`src/rtl/hazard_unit.sv`:
```
// -----------------------------------------------------------------------------
// hazard_unit
//
// Stall and flush controller for the 5-stage MIPS pipeline. It works alongside
// the forwarding unit and covers the hazards that bypassing cannot resolve:
//   * load-use: the consumer in ID needs a value that is still being loaded
//   * branch operands compared in ID whose producer is still in EX, or is a
//     load still in MEM
//   * a multi-cycle mul/div occupying EX
// All stall and flush controls are decoded in the same cycle as their inputs.
// The only sequential state is the mul/div occupancy FSM, its down-counter
// and a saturating count of stalled cycles.
//
// Parameters
//   MULDIV_CYCLES  cycles a mul/div occupies EX (1..255)
//
// Ports
//   clk           pipeline clock, rising edge
//   rst           synchronous active-high reset
//   IDEXMemRead   EX instruction is a load
//   IDEXRt        load destination in EX
//   IDEXRegWrite  EX instruction writes a register
//   IDEXRd        resolved destination of the EX instruction
//   EXMEMMemRead  MEM instruction is a load
//   EXMEMRd       destination of the MEM instruction
//   IFIDRs        Rs of the ID instruction
//   IFIDRt        Rt of the ID instruction
//   IFIDUseRt     ID instruction reads Rt
//   IFIDBranch    ID instruction is a conditional branch
//   BranchTaken   ID branch comparator result
//   Jump          ID instruction is a jump
//   IDEXMulDiv    EX instruction is a mul/div
//   PCWrite       PC update enable
//   IFIDWrite     IF/ID update enable
//   IDEXBubble    zero the control fields written into ID/EX
//   IFIDFlush     replace IF/ID contents with a nop
//   EXHold        freeze ID/EX and the mul/div unit, bubble EX/MEM
//   StallCount    saturating count of cycles with PCWrite low
// -----------------------------------------------------------------------------
module hazard_unit #(
  parameter int MULDIV_CYCLES = 4
) (
  input  logic        clk,
  input  logic        rst,
  input  logic        IDEXMemRead,
  input  logic [4:0]  IDEXRt,
  input  logic        IDEXRegWrite,
  input  logic [4:0]  IDEXRd,
  input  logic        EXMEMMemRead,
  input  logic [4:0]  EXMEMRd,
  input  logic [4:0]  IFIDRs,
  input  logic [4:0]  IFIDRt,
  input  logic        IFIDUseRt,
  input  logic        IFIDBranch,
  input  logic        BranchTaken,
  input  logic        Jump,
  input  logic        IDEXMulDiv,
  output logic        PCWrite,
  output logic        IFIDWrite,
  output logic        IDEXBubble,
  output logic        IFIDFlush,
  output logic        EXHold,
  output logic [15:0] StallCount
);

  typedef enum logic {
    IDLE = 1'b0,
    BUSY = 1'b1
  } state_t;

  // The cycle in which the mul/div is first seen in EX is already a hold
  // cycle, so BUSY only needs to cover the remaining MULDIV_CYCLES-1 cycles.
  localparam logic [7:0] CNT_INIT = 8'(MULDIV_CYCLES - 1);

  state_t     state, state_n;
  logic [7:0] cnt, cnt_n;

  logic muldiv_hold;
  logic load_use;
  logic br_ex;
  logic br_mem;
  logic data_stall;

  // ---------------------------------------------------------------------------
  // State register
  // ---------------------------------------------------------------------------
  // NOTE: state is updated with non-blocking assignments so every register
  // samples the values from before the edge, regardless of block ordering.
  always_ff @(posedge clk) begin
    if (rst) begin
      state <= IDLE;
      cnt   <= 8'd0;
    end else begin
      state <= state_n;
      cnt   <= cnt_n;
    end
  end

  // ---------------------------------------------------------------------------
  // Next-state logic
  // ---------------------------------------------------------------------------
  // NOTE: every variable driven here gets a default first, so no path leaves
  // a value unassigned and no latch is inferred.
  always_comb begin
    state_n = state;
    cnt_n   = cnt;
    case (state)
      IDLE: begin
        if (IDEXMulDiv) begin
          state_n = BUSY;
          cnt_n   = CNT_INIT;
        end
      end
      BUSY: begin
        // cnt==0 is the release cycle: the op advances out of EX and a new
        // mul/div can only be accepted once back in IDLE.
        if (cnt != 8'd0) begin
          cnt_n = cnt - 8'd1;
        end else begin
          state_n = IDLE;
        end
      end
      default: begin
        state_n = IDLE;
        cnt_n   = 8'd0;
      end
    endcase
  end

  // ---------------------------------------------------------------------------
  // Output decode
  // ---------------------------------------------------------------------------
  always_comb begin
    muldiv_hold = ((state == IDLE) && IDEXMulDiv) ||
                  ((state == BUSY) && (cnt != 8'd0));

    // Register 0 is hard-wired, so a match on it is never a real dependency.
    load_use = IDEXMemRead && (IDEXRt != 5'd0) &&
               ((IDEXRt == IFIDRs) || (IFIDUseRt && (IDEXRt == IFIDRt)));

    // Branches compare in ID, ahead of the EX forwarding path: an ALU result
    // still in EX, or a load still in MEM, cannot reach the comparator yet.
    br_ex  = IFIDBranch && IDEXRegWrite && (IDEXRd != 5'd0) &&
             ((IDEXRd == IFIDRs) || (IDEXRd == IFIDRt));
    br_mem = IFIDBranch && EXMEMMemRead && (EXMEMRd != 5'd0) &&
             ((EXMEMRd == IFIDRs) || (EXMEMRd == IFIDRt));

    // A mul/div hold freezes ID/EX outright, so a bubble would destroy the
    // held instruction; data stalls only apply when EX is free.
    data_stall = !muldiv_hold && (load_use || br_ex || br_mem);

    EXHold     = muldiv_hold;
    PCWrite    = !(muldiv_hold || data_stall);
    IFIDWrite  = !(muldiv_hold || data_stall);
    IDEXBubble = data_stall;
    // Redirects are suppressed while stalled; the branch/jump is still in ID
    // and is re-evaluated once the stall releases.
    IFIDFlush  = !muldiv_hold && !data_stall &&
                 ((IFIDBranch && BranchTaken) || Jump);
  end

  // ---------------------------------------------------------------------------
  // Stall-cycle counter
  // ---------------------------------------------------------------------------
  always_ff @(posedge clk) begin
    if (rst) begin
      StallCount <= 16'd0;
    end else if (!PCWrite && (StallCount != 16'hFFFF)) begin
      StallCount <= StallCount + 16'd1;
    end
  end

endmodule

```
`config.mk`:
```
export PLATFORM = sky130hd
export DESIGN_NAME = hazard_unit
export DESIGN_NICKNAME = d
export VERILOG_FILES = /design/src/rtl/hazard_unit.sv
export SDC_FILE = /design/constraint.sdc
export NUM_CORES = 1
export LEC_CHECK = 0
export ABC_CLOCK_PERIOD_IN_PS = 2100
export BUFFER_PORTS_ARGS = -buffer_cell sky130_fd_sc_hd__buf_4
export CAP_MARGIN = 25
export CORE_ASPECT_RATIO = 1.25
export CORE_MARGIN = 1.5
export CORE_UTILIZATION = 45
export DETAILED_ROUTE_END_ITERATION = 12
export PLACE_DENSITY_LB_ADDON = 0.05
export SETUP_SLACK_MARGIN = 0.5
export SLEW_MARGIN = 20
export SYNTH_ARGS = -nofsm -noshare
export SYNTH_HDL_FRONTEND = slang
export SYNTH_SLANG_ARGS = --single-unit
export TNS_END_PERCENT = 20
```
`constraint.sdc`:
```
create_clock -name clk -period 2.1 [get_ports clk]
set_input_delay 0.21 -clock clk [delete_from_list [all_inputs] [get_ports clk]]
set_output_delay 0.21 -clock clk [all_outputs]
set_load 0.01 [all_outputs]
```
==> impl_summary.log <==
INFO  metric status = finished, violations left
INFO  metric failed_checks = negative setup slack
INFO  metric clock-skew-final = 6.21 ps
INFO  metric hold_path.startpoint = IDEXMulDiv
INFO  metric number_of_unique_standard_cell_types_used_by_synthesis = 42
INFO  metric layout-area-overhead-vs-synth = 47.7%
INFO  metric layout.nets = 341
INFO  metric grt_max_degree = 37
INFO  metric grt_pass1_vias = 1815
INFO  metric proportion_of_layout_cells_with_a_drive_suffix_above_1 = 44.2%
INFO  metric htreeDepth = 1
INFO  metric synth_edf_count = 0
INFO  metric worst-slew-pin-transition = 387 ps
INFO  metric drv.max_cap_violation_count = 0
INFO  metric place_hpwl = 3.57 mm
INFO  metric r2r-start = cnt[0]$_SDFFE_PP0P_
INFO  metric p_clk_share = 21.4%
INFO  metric setup_viol = 13
INFO  metric max-clock-path-buffers = 2
INFO  metric instances_no_fill = 359
INFO  metric place_congestion = 0.869
INFO  metric power_per_cell_area = 498 mW/mm^2
INFO  metric synthFlopType = dfxtp_1
INFO  metric insertion_delay_of_the_later_clocked_pin_in_the_worst_skew_pair = 270 ps
INFO  metric cts_root_buffer = clkbuf_8
INFO  metric placed_cells = 350
INFO  metric grt_util_met2 = 42.8%
INFO  metric grt_setup_unrepaired = true
INFO  metric drc_markers = 0
INFO  metric cp_cell_sequence = inv_2, ha_4, or3b_4, nor2_4, a21oi_2, and3b_2, buf_12, nor2b_4, buf_6
INFO  metric reg2reg_slack = -50 ps
INFO  metric die_w = 60.8 um
INFO  metric share_comb_of_total_power = 40.6%
INFO  metric post_synth_instance_area = 0.00188 mm^2
INFO  metric cellInternalPower = 944 uW
INFO  metric cts_hold_repair_buffers = 0
INFO  metric synthesis.instances = 223
INFO  metric use_met3 = 1.89%
INFO  metric power_leakage = 0.00112 uW
INFO  metric place_area = 0.00261 mm^2
INFO  metric tritonroute_pass_1_iters = 4
INFO  metric min_period_over_period = 104%
INFO  metric path_max_fanout = 5
INFO  metric postRouteWirelength = 4.52 mm
INFO  metric crit_path_max_incr_delay = 390 ps
INFO  metric io_pins = 56
INFO  metric numCtsBuffers = 3
INFO  metric area_inside_the_core_boundary = 0.00403 mm^2
INFO  metric async_reset_ff_share = 0%
INFO  metric hold_end = cnt[7]$_SDFFE_PP0P_
INFO  metric power.switching = 439 uW
INFO  metric setup_slack = -91.5 ps
INFO  metric die_outline_area = 0.00458 mm^2
INFO  metric worst_r2r_endpoint = StallCount[13]$_SDFFE_PP0P_
INFO  metric post-layout-total-power = 1380 uW
INFO  metric vias = 1853
INFO  metric mean_post_synth_cell_area = 8.43 um^2
INFO  metric hold-path-cell-count = 2
INFO  metric overflow = 0
INFO  metric synth_top_cells_by_area = dfxtp_1, xnor2_1, mux2_4, nor2_1, nor2b_1
INFO  metric cts.sink_count = 25
INFO  metric first_pass_grt_wire_length = 7.42 mm
INFO  metric worstSetupPathType = reg -> out
INFO  metric final_antenna_net_count = 0
INFO  metric biggest_area_consumer_among_synthesized_cells = dfxtp_1
INFO  metric netSwitchingFraction = 31.8%
INFO  metric postSynthRegisterBits = 25
INFO  metric power_frac_seq = 38.0%
INFO  metric layout.area.seq = 503 um^2
INFO  metric hold-worst-slack = 125 ps
INFO  metric drt_first_iter_violations = 93
INFO  metric synth_seq_area_share = 26.6%
INFO  metric fmax = 456 MHz
INFO  metric endpoint_kind = output pin
INFO  metric nFillCells = 361
INFO  metric synth_nets = 260
INFO  metric initial_core_util = 46.6%
INFO  metric hold_path.class = in -> reg
INFO  metric buffer_ports.inserted = 55
INFO  metric grt_util_met1 = 21.6%
INFO  metric worst_setup_hold_path_clk_slew = 100 ps
INFO  metric timing.final.crit_period = 2190 ps
INFO  metric critPathRequiredTime = 1890 ps
INFO  metric setup.worst_path.start_class = flop
INFO  metric timing.slew.headroom = 74.2%
INFO  metric worst_ir_drop_vdd = 0.291 mV
INFO  metric critical_path_arrival = 1980 ps
INFO  metric grt_usage = 20.8%
INFO  metric crit_slowest_cell = or3b_4
INFO  metric antenna_cells_inserted = 0
INFO  metric antenna_violations_before_repair = 0
INFO  metric post_drt_wl_per_cell = 12.6 um
INFO  metric synth_largest_type_area_fraction = 26.6%
INFO  metric die_height = 75.3 um
INFO  metric rr_worst_depth = 11
INFO  metric synth_warnings = 0
INFO  metric vias_per_cell = 5.16
INFO  metric placementRows = 26
INFO  metric global_route.peak_usage_layer = met2
INFO  metric stdcell_area = 0.00278 mm^2
INFO  metric cts_tree = built
INFO  metric multi_input_gate_area = 0.00142 mm^2
INFO  metric final-max-slew-violation-count = 0
INFO  metric postLayoutCoreUtil = 68.8%
INFO  metric hold_violations = 0
-- power by group through the flow --
| stage | Combinational (uW) | Clock, uW | Sequential, uW |
|---|---|---|---|
| finish | 561 | 296 | 526 |
| global route | 618 | 324 | 529 |
| CTS | 538 | 309 | 526 |
| detailed placement | 494 | 0 | 535 |
| global placement | 488 | 0 | 535 |
| floorplan | 286 | 0 | 538 |
-- critical path: cells and delay by family, from the launching register on --
family	cells	cell delay [ps]
fa+ha+maj	1	120
simple gates	4	910
buf+inv	3	280
compound gates	1	60
flops	1	330
-- metal layers --
metal / vias to the layer above / part of all wire (%) / wire (um)
met5: - / 0 / 0
met4: 0 / 1.1 / 48
met3: 4 / 2.5 / 111
met2: 34 / 57 / 2580
met1: 870 / 39 / 1770
li1: 945 / - / -
-- flip-flops by register name, summed over array words and instances (netlist names) --
name,flops
StallCount,16
cnt,8
state,1
-- synthesized netlist by cell type (all sizes together) (3+ instances only) --
| master | count |
|---|---|
| nor2b | 13 |
| a211oi | 3 |
| nor3 | 15 |
| o21ai | 10 |
| mux2 | 11 |
| inv | 4 |
| xor2 | 6 |
| nand2 | 12 |
| xnor2 | 24 |
| nand4 | 4 |
| buf | 6 |
| clkbuf | 6 |
| nor4 | 3 |
| nand3 | 9 |
| nor2 | 24 |
| and3 | 3 |
| dfxtp | 25 |
| nor4b | 3 |
| or3 | 9 |
| a21oi | 13 |
-- logic make-up (layout without fill, tap and decap cells) --
logic type                 count (synthesis)  after routing  share of synthesized area [%]
DFF                                       25             25                           26.6
AOI/OAI and AO/OA                         34             34                           11.3
adders and majority gates                  2              2                           1.33
buffers and inverters                     16             96                           5.19
xor gates and xnor gates                  30             30                           14.0
muxes                                     11             11                           8.19
and+or+nand+nor                          105            105                           33.4
-- final cells by class --
type	count	area share, %
clock buffers	3	1.49
clock inverters	1	0.270
inverters	4	0.541
multi-input cells	182	51.1
flip-flops and latches	25	18.1
well taps	56	2.52
repair buffers	88	26.0
-- how the worst max path moves through the flow --
stage	startpoint	endpoint	slack (ps)	depth (start not counted)
2_1_floorplan	cnt[1]$_SDFFE_PP0P_	StallCount[13]$_SDFFE_PP0P_	70	10
4_1_cts	cnt[0]$_SDFFE_PP0P_	IFIDFlush	-90	9
6_report	cnt[0]$_SDFFE_PP0P_	IFIDFlush	-90	9
5_1_grt	cnt[0]$_SDFFE_PP0P_	IFIDFlush	-170	9
3_5_place_dp	IDEXRt[4]	StallCount[10]$_SDFFE_PP0P_	-120	9
3_3_place_gp	IDEXRt[4]	StallCount[9]$_SDFFE_PP0P_	-90	9
-- repair_timing --
| item | in CTS | in global routing |
|---|---|---|
| cloned | 0 | 0 |
| resized for setup | 8 | 11 |
| pin swaps | 12 | 2 |
| setup endpoints to repair | 25 | 26 |
| buffers inserted | 4 | 1 |
-- placed cells by master, fill, tap and decap left out, drive strengths merged, types with 4 or more instances in the layout --
cell / n
a21oi: 13
or3: 9
nor2: 24
o21ai: 10
mux2: 11
dfxtp: 25
nand3: 9
xnor2: 24
nand2: 12
buf: 88
xor2: 6
inv: 4
nor2b: 13
nor3: 15
nand4: 4
-- per-stage QoR --
stage / TNS, ps / setup WS [ps]
floorplan: 0 / 70.0
global placement: -803 / -85.3
detailed placement: -1250 / -119
CTS: -520 / -86.8
global route: -1870 / -167
finish: -638 / -91.5
(Power assumes the default switching activity.)
